<file path="src/rtl/fetch_ctrl_if.sv">
// Fetch-stage bundle: PC, instruction-memory handshake, pipeline hazard controls and perf counters.
// master = fetch_ctrl side, slave = PC register / memory / hazard unit side.
interface fetch_ctrl_if;
    logic [31:0] pc_f;
    logic        imem_req;
    logic [31:0] imem_addr;
    logic        imem_ready;
    logic [31:0] imem_rdata;
    logic [31:0] instr_f;
    logic        hazard_stall_d;
    logic        pc_src_d;
    logic        jump_d;
    logic        stall_f;
    logic        stall_d;
    logic        flush_d;
    logic        flush_e;
    logic [31:0] perf_fetch_cnt;
    logic [31:0] perf_wait_cnt;

    // Handshake: imem_req stays high with a stable imem_addr until the cycle
    // imem_ready is seen; imem_ready with imem_req low carries no meaning.
    modport master (
        input  pc_f, imem_ready, imem_rdata, hazard_stall_d, pc_src_d, jump_d,
        output imem_req, imem_addr, instr_f, stall_f, stall_d, flush_d, flush_e,
               perf_fetch_cnt, perf_wait_cnt
    );

    modport slave (
        output pc_f, imem_ready, imem_rdata, hazard_stall_d, pc_src_d, jump_d,
        input  imem_req, imem_addr, instr_f, stall_f, stall_d, flush_d, flush_e,
               perf_fetch_cnt, perf_wait_cnt
    );
endinterface

</file>
<file path="src/rtl/fetch_ctrl.sv">
// Fetch controller: issues instruction fetches, buffers a word across load-use stalls,
// and drives PC/F-D/D-E stall and flush controls. Optional counters: FETCH_CTRL_PERF_EN.
module fetch_ctrl (
    input  logic          clk,
    input  logic          rst_n,
    fetch_ctrl_if.master  bus,
    output logic [1:0]    state_o
);

    typedef enum logic [1:0] {
        BOOT  = 2'd0,
        FETCH = 2'd1,
        HOLD  = 2'd2
    } state_e;

    state_e      state_q, state_d, state_cur;
    logic [31:0] buf_q, buf_d;
    logic        redirect;
    logic        hz;
    logic        rdy;

    assign redirect = bus.pc_src_d | bus.jump_d;
    assign hz       = bus.hazard_stall_d;
    assign rdy      = bus.imem_ready;

    // While reset is asserted the outputs already look like BOOT, so a
    // pending response is never presented to the pipeline.
    always_comb begin
        state_cur = rst_n ? state_q : BOOT;
    end

    always_ff @(posedge clk) begin
        if (!rst_n) begin
            state_q <= BOOT;
            buf_q   <= '0;
        end else begin
            state_q <= state_d;
            buf_q   <= buf_d;
        end
    end

    always_comb begin
        state_d       = state_cur;
        buf_d         = buf_q;
        bus.imem_req  = 1'b0;
        bus.imem_addr = bus.pc_f;
        bus.instr_f   = '0;
        bus.stall_f   = 1'b1;
        bus.stall_d   = 1'b0;
        bus.flush_d   = 1'b1;
        bus.flush_e   = 1'b0;
        case (state_cur)
            BOOT: begin
                state_d = FETCH;
            end
            FETCH: begin
                bus.imem_req = 1'b1;
                bus.instr_f  = bus.imem_rdata;
                bus.stall_f  = hz | ~rdy;
                bus.stall_d  = hz | (redirect & ~rdy);
                bus.flush_e  = hz | (redirect & ~rdy);
                bus.flush_d  = ~hz & (redirect ? rdy : ~rdy);
                // Word arrived but D cannot take it: park it until the stall clears.
                if (rdy && hz) begin
                    buf_d   = bus.imem_rdata;
                    state_d = HOLD;
                end
            end
            HOLD: begin
                bus.instr_f = buf_q;
                bus.stall_f = hz;
                bus.stall_d = hz;
                bus.flush_e = hz;
                bus.flush_d = ~hz & redirect;
                if (!hz) begin
                    state_d = FETCH;
                end
            end
            default: begin
                state_d = BOOT;
            end
        endcase
    end

    assign state_o = state_cur;

`ifdef FETCH_CTRL_PERF_EN
    logic [31:0] fetch_cnt_q, fetch_cnt_d;
    logic [31:0] wait_cnt_q, wait_cnt_d;

    always_comb begin
        fetch_cnt_d = fetch_cnt_q;
        wait_cnt_d  = wait_cnt_q;
        if (state_cur == FETCH) begin
            if (rdy) begin
                fetch_cnt_d = fetch_cnt_q + 32'd1;
            end else begin
                wait_cnt_d = wait_cnt_q + 32'd1;
            end
        end
    end

    always_ff @(posedge clk) begin
        if (!rst_n) begin
            fetch_cnt_q <= '0;
            wait_cnt_q  <= '0;
        end else begin
            fetch_cnt_q <= fetch_cnt_d;
            wait_cnt_q  <= wait_cnt_d;
        end
    end

    assign bus.perf_fetch_cnt = fetch_cnt_q;
    assign bus.perf_wait_cnt  = wait_cnt_q;
`else
    assign bus.perf_fetch_cnt = '0;
    assign bus.perf_wait_cnt  = '0;
`endif

endmodule

</file>
<file path="src/flat_wrapper.sv">
// flat-port wrapper written by rule: the top's interface ports become plain ports
module fetch_ctrl_flat 
  (clk, rst_n, state_o, bus_pc_f, bus_imem_ready, bus_imem_rdata, bus_hazard_stall_d, bus_pc_src_d, bus_jump_d, bus_imem_req, bus_imem_addr, bus_instr_f, bus_stall_f, bus_stall_d, bus_flush_d, bus_flush_e, bus_perf_fetch_cnt, bus_perf_wait_cnt);
  fetch_ctrl_if bus_i ();
  input  logic clk;
  input  logic rst_n;
  output logic [1:0] state_o;
  input wire logic [$bits(bus_i.pc_f)-1:0] bus_pc_f;
  input wire logic [$bits(bus_i.imem_ready)-1:0] bus_imem_ready;
  input wire logic [$bits(bus_i.imem_rdata)-1:0] bus_imem_rdata;
  input wire logic [$bits(bus_i.hazard_stall_d)-1:0] bus_hazard_stall_d;
  input wire logic [$bits(bus_i.pc_src_d)-1:0] bus_pc_src_d;
  input wire logic [$bits(bus_i.jump_d)-1:0] bus_jump_d;
  output wire logic [$bits(bus_i.imem_req)-1:0] bus_imem_req;
  output wire logic [$bits(bus_i.imem_addr)-1:0] bus_imem_addr;
  output wire logic [$bits(bus_i.instr_f)-1:0] bus_instr_f;
  output wire logic [$bits(bus_i.stall_f)-1:0] bus_stall_f;
  output wire logic [$bits(bus_i.stall_d)-1:0] bus_stall_d;
  output wire logic [$bits(bus_i.flush_d)-1:0] bus_flush_d;
  output wire logic [$bits(bus_i.flush_e)-1:0] bus_flush_e;
  output wire logic [$bits(bus_i.perf_fetch_cnt)-1:0] bus_perf_fetch_cnt;
  output wire logic [$bits(bus_i.perf_wait_cnt)-1:0] bus_perf_wait_cnt;
  assign bus_i.pc_f = bus_pc_f;
  assign bus_i.imem_ready = bus_imem_ready;
  assign bus_i.imem_rdata = bus_imem_rdata;
  assign bus_i.hazard_stall_d = bus_hazard_stall_d;
  assign bus_i.pc_src_d = bus_pc_src_d;
  assign bus_i.jump_d = bus_jump_d;
  assign bus_imem_req = bus_i.imem_req;
  assign bus_imem_addr = bus_i.imem_addr;
  assign bus_instr_f = bus_i.instr_f;
  assign bus_stall_f = bus_i.stall_f;
  assign bus_stall_d = bus_i.stall_d;
  assign bus_flush_d = bus_i.flush_d;
  assign bus_flush_e = bus_i.flush_e;
  assign bus_perf_fetch_cnt = bus_i.perf_fetch_cnt;
  assign bus_perf_wait_cnt = bus_i.perf_wait_cnt;
  fetch_ctrl u_core (.clk(clk), .rst_n(rst_n), .bus(bus_i), .state_o(state_o));
endmodule
</file>
<file path="config.mk">
export PLATFORM = sky130hd
export DESIGN_NAME = fetch_ctrl_flat
export DESIGN_NICKNAME = d
export VERILOG_FILES = /design/src/rtl/fetch_ctrl_if.sv /design/src/rtl/fetch_ctrl.sv /design/src/flat_wrapper.sv
export SDC_FILE = /design/constraint.sdc
export NUM_CORES = 1
export LEC_CHECK = 0
export CELL_PAD_IN_SITES_DETAIL_PLACEMENT = 1
export CELL_PAD_IN_SITES_GLOBAL_PLACEMENT = 2
export CORE_ASPECT_RATIO = 0.8
export CORE_MARGIN = 5
export CORE_UTILIZATION = 25
export CTS_BUF_LIST = sky130_fd_sc_hd__clkbuf_4 sky130_fd_sc_hd__clkbuf_8 sky130_fd_sc_hd__clkbuf_16
export DETAILED_ROUTE_END_ITERATION = 7
export DONT_BUFFER_PORTS = 1
export PLACE_DENSITY = 0.75
export REMOVE_ABC_BUFFERS = 1
export SETUP_SLACK_MARGIN = 0.1
export SLEW_MARGIN = 15
export SYNTH_ARGS = -nofsm -noshare
export SYNTH_HDL_FRONTEND = slang
export SYNTH_SLANG_ARGS = --single-unit
export TNS_END_PERCENT = 10
</file>
<file path="constraint.sdc">
create_clock -name clk -period 2.5 [get_ports clk]
set_clock_uncertainty 0.05 [all_clocks]
set_input_delay 0.5 -clock clk [delete_from_list [all_inputs] [get_ports clk]]
set_output_delay 0.5 -clock clk [all_outputs]
set_load 0.01 [all_outputs]
</file>
==> results of run 1 <==
-- stage by stage --
stage,instances,hold slack (ns)
CTS,400,0.2934
floorplan,250,0.3781
detailed placement,392,0.3998
global route,400,0.2963
global placement,392,0.3871
finish,400,0.3041
-- synthesized netlist by cell type (all sizes together) --
master | n | share of area
a21oi | 1 | 0.0020
a22o | 33 | 0.11
and2 | 3 | 0.0085
and3b | 2 | 0.0070
and4b | 1 | 0.0040
buf | 113 | 0.33
clkbuf | 7 | 0.010
conb | 1 | 0.0015
dfxtp | 34 | 0.27
ha | 1 | 0.0050
inv | 2 | 0.0030
nand2 | 36 | 0.054
nand3 | 32 | 0.064
nand3b | 2 | 0.0060
nor2 | 1 | 0.0015
nor3b | 1 | 0.0030
o21a | 1 | 0.0030
o21ai | 33 | 0.10
o31ai | 1 | 0.0030
or2 | 2 | 0.0050
-- cell families (layout without fill, tap and decap cells) --
| logic type | after synthesis | in the layout | share of synthesized area |
|---|---|---|---|
| other | 1 | 64 | 0.001491 |
| buffers and inverters | 122 | 16 | 0.3448 |
| adders and majority gates | 1 | 1 | 0.004974 |
| DFF | 34 | 34 | 0.2706 |
| AOI/OAI and AO/OA | 69 | 69 | 0.2259 |
| and+or+nand+nor | 80 | 80 | 0.1522 |
-- cells in the final DEF (no fill, tap or decap), types with 2 or more instances in the layout --
master	synthesis	layout
sky130_fd_sc_hd__conb_1	1	64
sky130_fd_sc_hd__buf_4	97	6
sky130_fd_sc_hd__and3b_1	2	2
sky130_fd_sc_hd__o21ai_2	25	25
sky130_fd_sc_hd__nand3_1	32	32
sky130_fd_sc_hd__dfxtp_1	34	34
sky130_fd_sc_hd__o21ai_0	3	3
sky130_fd_sc_hd__a22o_1	33	33
sky130_fd_sc_hd__o21ai_1	5	5
sky130_fd_sc_hd__nand3b_1	2	2
sky130_fd_sc_hd__and2_1	2	2
sky130_fd_sc_hd__inv_1	2	2
sky130_fd_sc_hd__clkbuf_16	0	5
sky130_fd_sc_hd__nand2_1	36	36
-- state kept, by name, indices dropped and copies added (netlist names) --
| name | count |
|---|---|
| u_core.buf_q | 32 |
| u_core.state_q | 2 |
-- layer usage --
layer	GRT usage	share of wire
met3	0.09039	0.17
met4	0.02410	0.0058
met1	0.1458	0.43
met2	0.1426	0.39
met5	0.008333	0
-- how the worst max path moves through the flow --
stage                       to  slack [ns]  depth (start not counted)
5_1_grt        bus_instr_f[29]        0.30                          3
3_5_place_dp       bus_flush_d        0.46                          5
4_1_cts        bus_instr_f[29]        0.41                          3
3_3_place_gp       bus_flush_d        0.46                          5
2_1_floorplan      bus_flush_e        0.25                          3
6_report        bus_instr_f[6]        0.42                          3
-- worst max-delay path, cell delays in order, from the launching register on --
cell and delay, ns:
sky130_fd_sc_hd__dfxtp_1 0.41, sky130_fd_sc_hd__and3b_1 0.29, sky130_fd_sc_hd__buf_4 0.29, sky130_fd_sc_hd__a22o_1 0.24
-- cell type report --
| type | count | area [um^2] |
|---|---|---|
| Clock buffer | 7 | 146.4 |
| Clock inverter | 1 | 5.005 |
| Fill cell | 1189 | 7471 |
| Inverter | 2 | 7.507 |
| Multi-Input combinational cell | 214 | 1204 |
| Sequential cell | 34 | 680.7 |
| Tap cell | 136 | 170.2 |
| Timing Repair Buffer | 6 | 45.04 |
-- power groups by stage --
stage | Clock, mW | Sequential [mW] | Combinational [mW]
after floorplan | 0 | 0.582 | 0.133
after global placement | 0 | 0.585 | 0.159
after detailed placement | 0 | 0.586 | 0.161
after CTS | 0.663 | 0.574 | 0.161
after global routing | 0.693 | 0.577 | 0.179
final | 0.633 | 0.574 | 0.164
==> impl_summary.txt, run 1 <==
----------------------------------------------------
[Worst setup path]
  WP data required ... 1.95 ns
  Critical path arrival ... 1.53 ns
  Worst r2r src ... u_core.state_q[0]
  Kind of start point of the critical path ... flip-flop
  Nature of the critical path endpoint ... output pin
  Logic depth of the worst register-to-register path ... 3
  Highest fanout seen on the critical path ... 19
  Terminus of the critical flop-to-flop path ... u_core.buf_q[9]
  Worst Path Class, Setup ... reg2out
  Worst setup path start ... u_core.state_q[1]
  R2R setup slack ... about 0.95 ns

[Synthesis]
  Share of the yosys chip area belonging to registers ... 0.2706
  Synthesized netlist cell count ... 307
  Area of the mapped netlist ... 0.002515 mm^2
  Warning count from the yosys run ... 0
  Number of different library cells in the post-synthesis netlist ... 26
  Post-synthesis average cell area ... 8.192 um^2
  Synthesis-stage register bit count ... 34

[Placement]
  Global placer's final weighted congestion ... ~0.62
  Post-detail-place hpwl ... 5423 um
  Dpl cell area ... 0.002107 mm^2
  PortBufs ... 0
  Setup slack after placement ... 0.4650 ns

[Timing]
  Setup Viol. Count Final ... 0
  Number of pins exceeding their max-slew limit in the final report ... 0
  Post-layout minimum cycle time ... roughly 2.1 ns
  Fin Setup TNS ... 0 ns
  RSZ-0062 raised after global routing ... false
  Worst-margin pin slew ... 0.5595 ns
  Count of endpoints failing hold in the final timing report ... 0
  Maximum achievable frequency ... 481.5 MHz
  Slack of the critical path ... 0.4230 ns
  Ratio of final minimum period to clock period ... 0.8308
  Relative slew slack ... 0.6270

[Pwr]
  Clock group share of total power ... 0.462
  Internal Power ... 1.014 mW
  Combinational group share of total power ... 0.119
  Power spent charging and discharging nets ... 356.9 uW
  Fraction of power spent switching nets ... 0.2604
  Power per Cell Area ... 606.9 mW/mm^2
  Leakage power figure ... 0.9160 nW
  Power consumption ... 1.371 mW
  Register share of total power ... 0.419
  Peak ir drop on the vdd network ... between 150 and 200 uV

[Final layout]
  Design Area, Final ... 0.002258 mm^2
  NumNets Final ... 334
  Antenna diode count ... 0
  Final Core Density ... 0.2321
  Layout cells sized above 1 ... 0.1553
  Synth-to-layout area growth ... -10.20%

[Clock network]
  Maximum buffer depth of the clock tree ... 2
  Number of buffers inserted by post-CTS setup repair ... 0
  Cell chosen for the clock root ... sky130_fd_sc_hd__clkbuf_16
  Total CTS buffers ... 5
  Sinks on the clock net ... 34
  # H-tree levels ... 2
  Clock transition at path regs ... 0.05 ns
  Worst skew pair latency ... 0.27 ns
  Hold buffer count at cts ... 0
  Number of resized instances in the post-cts repair step ... 0
  Clock tree from TritonCTS ... done

[Global routing]
  Grt total ovfl ... 0
  Number of antenna violations at the first check in global routing ... 0
  Maximum number of pins on one net before global-route repair ... 40
  Wire length of the first global-routing pass ... 10,320 um
  Global Route Usage Sum ... 0.1126
  Vias in the first global route ... 1,747

[Floorplanning]
  Die Span Y ... 99.71 um
  Die Footprint ... 0.01218 mm^2
  Initial Util ... 0.2585
  Boundary pin count ... between 200 and 250
  Die Wd ... 122.1 um
  Number of placement rows ... 32
  Std-Cell Core Area ... a little under 0.01 mm^2

[Detailed routing]
  Drc violations ... 0
  Via count ... 1,783
  Wire length after detailed routing ... 7378 um
  First DRT Iteration DRCs ... 86
  Drt pass-1 iters ... 3
  Antenna Nets Post-Route ... 0
  Vias per Instance ... ~4.5
  Average wire per standard cell ... 18.45 um

[Status]
  Result of the run ... finished, final reports clean

[Min path]
  Beginning of the worst hold path ... rst_n
  Path type of the worst min-delay path ... in2reg
  Cell depth of the worst min-delay path ... 2
  Endpoint of the worst hold-timing path ... u_core.state_q[0]

[Run]
  Number of maximum-capacitance constraint violations ... 0

----------------------------------------------------
Power figures use the tool's default switching activity.
==> inputs of run 2 (changes only) <==
PLACE_DENSITY = 0.78   (was 0.75)
clock period = 1.7 ns   (was 2.5 ns; I/O delays follow)
==> run 2 against run 1 <==
Effect of this change: the flow now finishes with violations (setup timing); first-iteration DRC count is 34% lower; die area stayed put; setup slack worse by 0.52 ns.
==> impl_summary.txt, run 2 (synthesized netlist as in run 1, its figures left out) <==
----------------------------------------------------
[Floorplanning]
  Die Span Y ... 99.71 um (unchanged)
  Number of placement rows ... 32 (unchanged)
  Initial Util ... 0.2585 (unchanged)
  Boundary pin count ... 205 (unchanged)
  Die Wd ... 122.1 um (unchanged)
  Std-Cell Core Area ... 0.009729 mm^2 (unchanged)
  Die Footprint ... 0.01218 mm^2 (unchanged)

[Final layout]
  Design Area, Final ... 0.002361 mm^2 (+4.5%)
  Synth-to-layout area growth ... -6.120%
  NumNets Final ... 342 (+2.4%)
  Commonest non-fill, non-tap cell in the layout ... sky130_fd_sc_hd__conb_1
  Flip-flop count of the largest register, all copies and words added ... 32 (unchanged)
  Layout cells sized above 1 ... 0.1993 (+0.04396)
  Commonest cells after routing, fill and taps aside ... sky130_fd_sc_hd__conb_1 (64), sky130_fd_sc_hd__nand2_1 (36), sky130_fd_sc_hd__a22o_1 (32), sky130_fd_sc_hd__nand3_1 (32), sky130_fd_sc_hd__dfxtp_1 (32)
  Largest registers ... u_core.buf_q x32, u_core.state_q x2
  Final cell count without fillers ... 407 (+1.8%)
  Final Core Density ... 0.2427 (+0.01055)
  Antenna diode count ... 0 (unchanged)
  Most flops, register ... u_core.buf_q

[Status]
  Violations in the final reports ... setup timing
  Result of the run ... complete, but fails checks

[Worst setup path]
  Kind of cell adding the most delay to the critical path ... simple AND/OR/NAND/NOR gates
  Terminus of the critical flop-to-flop path ... u_core.buf_q[18]
  Library cell contributing the largest single delay on the critical path ... sky130_fd_sc_hd__dfxtp_4
  Kind of start point of the critical path ... flip-flop
  Worst r2r src ... u_core.state_q[1]
  Worst Path Class, Setup ... reg2out
  Chain of cells forming the critical path ... and3b_2 > or2_4 > a22o_4
  Highest fanout seen on the critical path ... 6 (-13)
  R2R setup slack ... 0.21 ns (-0.74 ns)
  Worst setup path end ... bus_flush_e
  Critical path arrival ... 1.41 ns (-0.12 ns)
  WP data required ... 1.31 ns (-0.64 ns)
  Critical path depth ... 3 (unchanged)
  Worst setup path start ... u_core.state_q[0]
  Delay of the slowest cell on the worst path ... 0.36 ns (-0.05 ns)
  Logic depth of the worst register-to-register path ... 5 (+2)
  Nature of the critical path endpoint ... output pin
  Crit path buf inv count ... 0 (-1)

[Global routing]
  Met3 demand-to-capacity share in global routing ... 0.08471 (-0.005685)
  Global Route Usage Sum ... 0.1105 (-0.002098)
  Met2 track demand over resource ... 0.1367 (-0.005942)
  Vias in the first global route ... 1,763 (+0.92%)
  Busiest layer in global routing ... met1
  Grt total ovfl ... 0 (unchanged)
  Global Route met1 Usage ... 0.1479 (+0.002106)
  Number of antenna violations at the first check in global routing ... 0 (unchanged)
  Wire length of the first global-routing pass ... 10,230 um (-0.87%)
  Maximum number of pins on one net before global-route repair ... 40 (unchanged)

[Placement]
  Setup slack after placement ... -0.02550 ns (-0.4905 ns)
  Global placer's final weighted congestion ... 0.6016 (-3.7%)
  Post-detail-place hpwl ... 5515 um (+1.7%)
  PortBufs ... 0 (unchanged)
  Dpl cells ... 396 (+1.0%)
  Dpl cell area ... 0.002162 mm^2 (+2.6%)

[Timing]
  Count of endpoints failing hold in the final timing report ... 0 (unchanged)
  Fin Setup TNS ... -1.812 ns (-1.812 ns)
  Ratio of final minimum period to clock period ... 1.057
  Slack of the critical path ... -0.09668 ns (-0.5197 ns)
  WHS ... 0.1419 ns (-0.1622 ns)
  Maximum achievable frequency ... 556.6 MHz
  RSZ-0062 raised after global routing ... true
  Number of pins exceeding their max-slew limit in the final report ... 0 (unchanged)
  Setup Viol. Count Final ... 35 (+35)
  Post-layout minimum cycle time ... 1.797 ns

[Detailed routing]
  Antenna Nets Post-Route ... 0 (unchanged)
  Drt pass-1 iters ... 4 (+1)
  Drc violations ... 0 (unchanged)
  Via count ... 1,790 (+0.39%)
  Average wire per standard cell ... 17.82 um (-3.4%)
  First DRT Iteration DRCs ... 57 (-34%)
  Vias per Instance ... 4.398 (-1.3%)
  Wire length after detailed routing ... 7254 um (-1.7%)

[Clock network]
  Worst skew pair latency ... 0.27 ns (about the same)
  # H-tree levels ... 2 (unchanged)
  Clock transition at path regs ... 0.05 ns (about the same)
  Total CTS buffers ... 5 (unchanged)
  Hold buffer count at cts ... 0 (unchanged)
  Clock tree from TritonCTS ... done
  Maximum buffer depth of the clock tree ... 2 (unchanged)
  Sinks on the clock net ... 34 (unchanged)
  Cell chosen for the clock root ... sky130_fd_sc_hd__clkbuf_16

[Min path]
  Path type of the worst min-delay path ... in2reg

[Pwr]
  Leakage power figure ... 0.9660 nW (+5.5%)
  Peak ir drop on the vdd network ... 262.3 uV (+54%)
  Power per Cell Area ... 844.4 mW/mm^2 (+39%)
  Power consumption ... 1.994 mW (+45%)

[Run]
  Number of maximum-capacitance constraint violations ... 0 (unchanged)

----------------------------------------------------
[run 2: cell types whose count changed in the layout (fill, tap and decap cells not counted), moves of 2 or more]
cell | previous run | this run
sky130_fd_sc_hd__dfxtp_4 | 0 | 2
sky130_fd_sc_hd__buf_6 | 0 | 2
sky130_fd_sc_hd__buf_12 | 0 | 2
sky130_fd_sc_hd__and3b_2 | 0 | 2
sky130_fd_sc_hd__and3b_1 | 2 | 0
sky130_fd_sc_hd__buf_4 | 6 | 10
sky130_fd_sc_hd__dfxtp_1 | 34 | 32
[run 2: layer usage]
| layer | up-vias | share of wire |
|---|---|---|
| li1 | 811 | - |
| met1 | 858 | 0.44 |
| met3 | 4 | 0.15 |
| met5 | - | 0.0077 |
| met4 | 2 | 0.0030 |
| met2 | 115 | 0.40 |
[run 2: worst min-delay path by stage]
stage | endpoint | start | slack (ns) | cells after the start
after floorplan | u_core.buf_q[11] | u_core.buf_q[11] | 0.38 | 2
after global placement | u_core.buf_q[13] | u_core.buf_q[13] | 0.39 | 2
after global routing | u_core.state_q[1] | bus_hazard_stall_d | 0.12 | 1
after detailed placement | u_core.buf_q[20] | u_core.buf_q[20] | 0.40 | 2
after CTS | u_core.state_q[0] | rst_n | 0.11 | 2
final | u_core.state_q[1] | bus_hazard_stall_d | 0.14 | 1
[run 2: cell type report]
class | instances | area, um^2
multi-input cells | 214 | 1217
clock buffers | 7 | 140.1
flip-flops and latches | 34 | 688.2
well taps | 136 | 170.2
fillers | 1189 | 7368
inverters | 2 | 7.507
repair buffers | 14 | 137.6
[run 2: repair_timing]
item,4_1_cts,5_1_grt
setup endpoints to repair,35,35
pin swaps,0,2
buffers inserted,1,3
resized for setup,8,3
[run 2: report_power, final]
group / internal (mW) / leakage [nW] / total, mW / switching (mW)
Sequential: 0.826 / 0.277 / 0.844 / 0.0178
Clock: 0.567 / 0.0708 / 0.887 / 0.320
Combinational: 0.0868 / 0.618 / 0.263 / 0.176
Total: 1.48 / 0.966 / 1.99 / 0.514
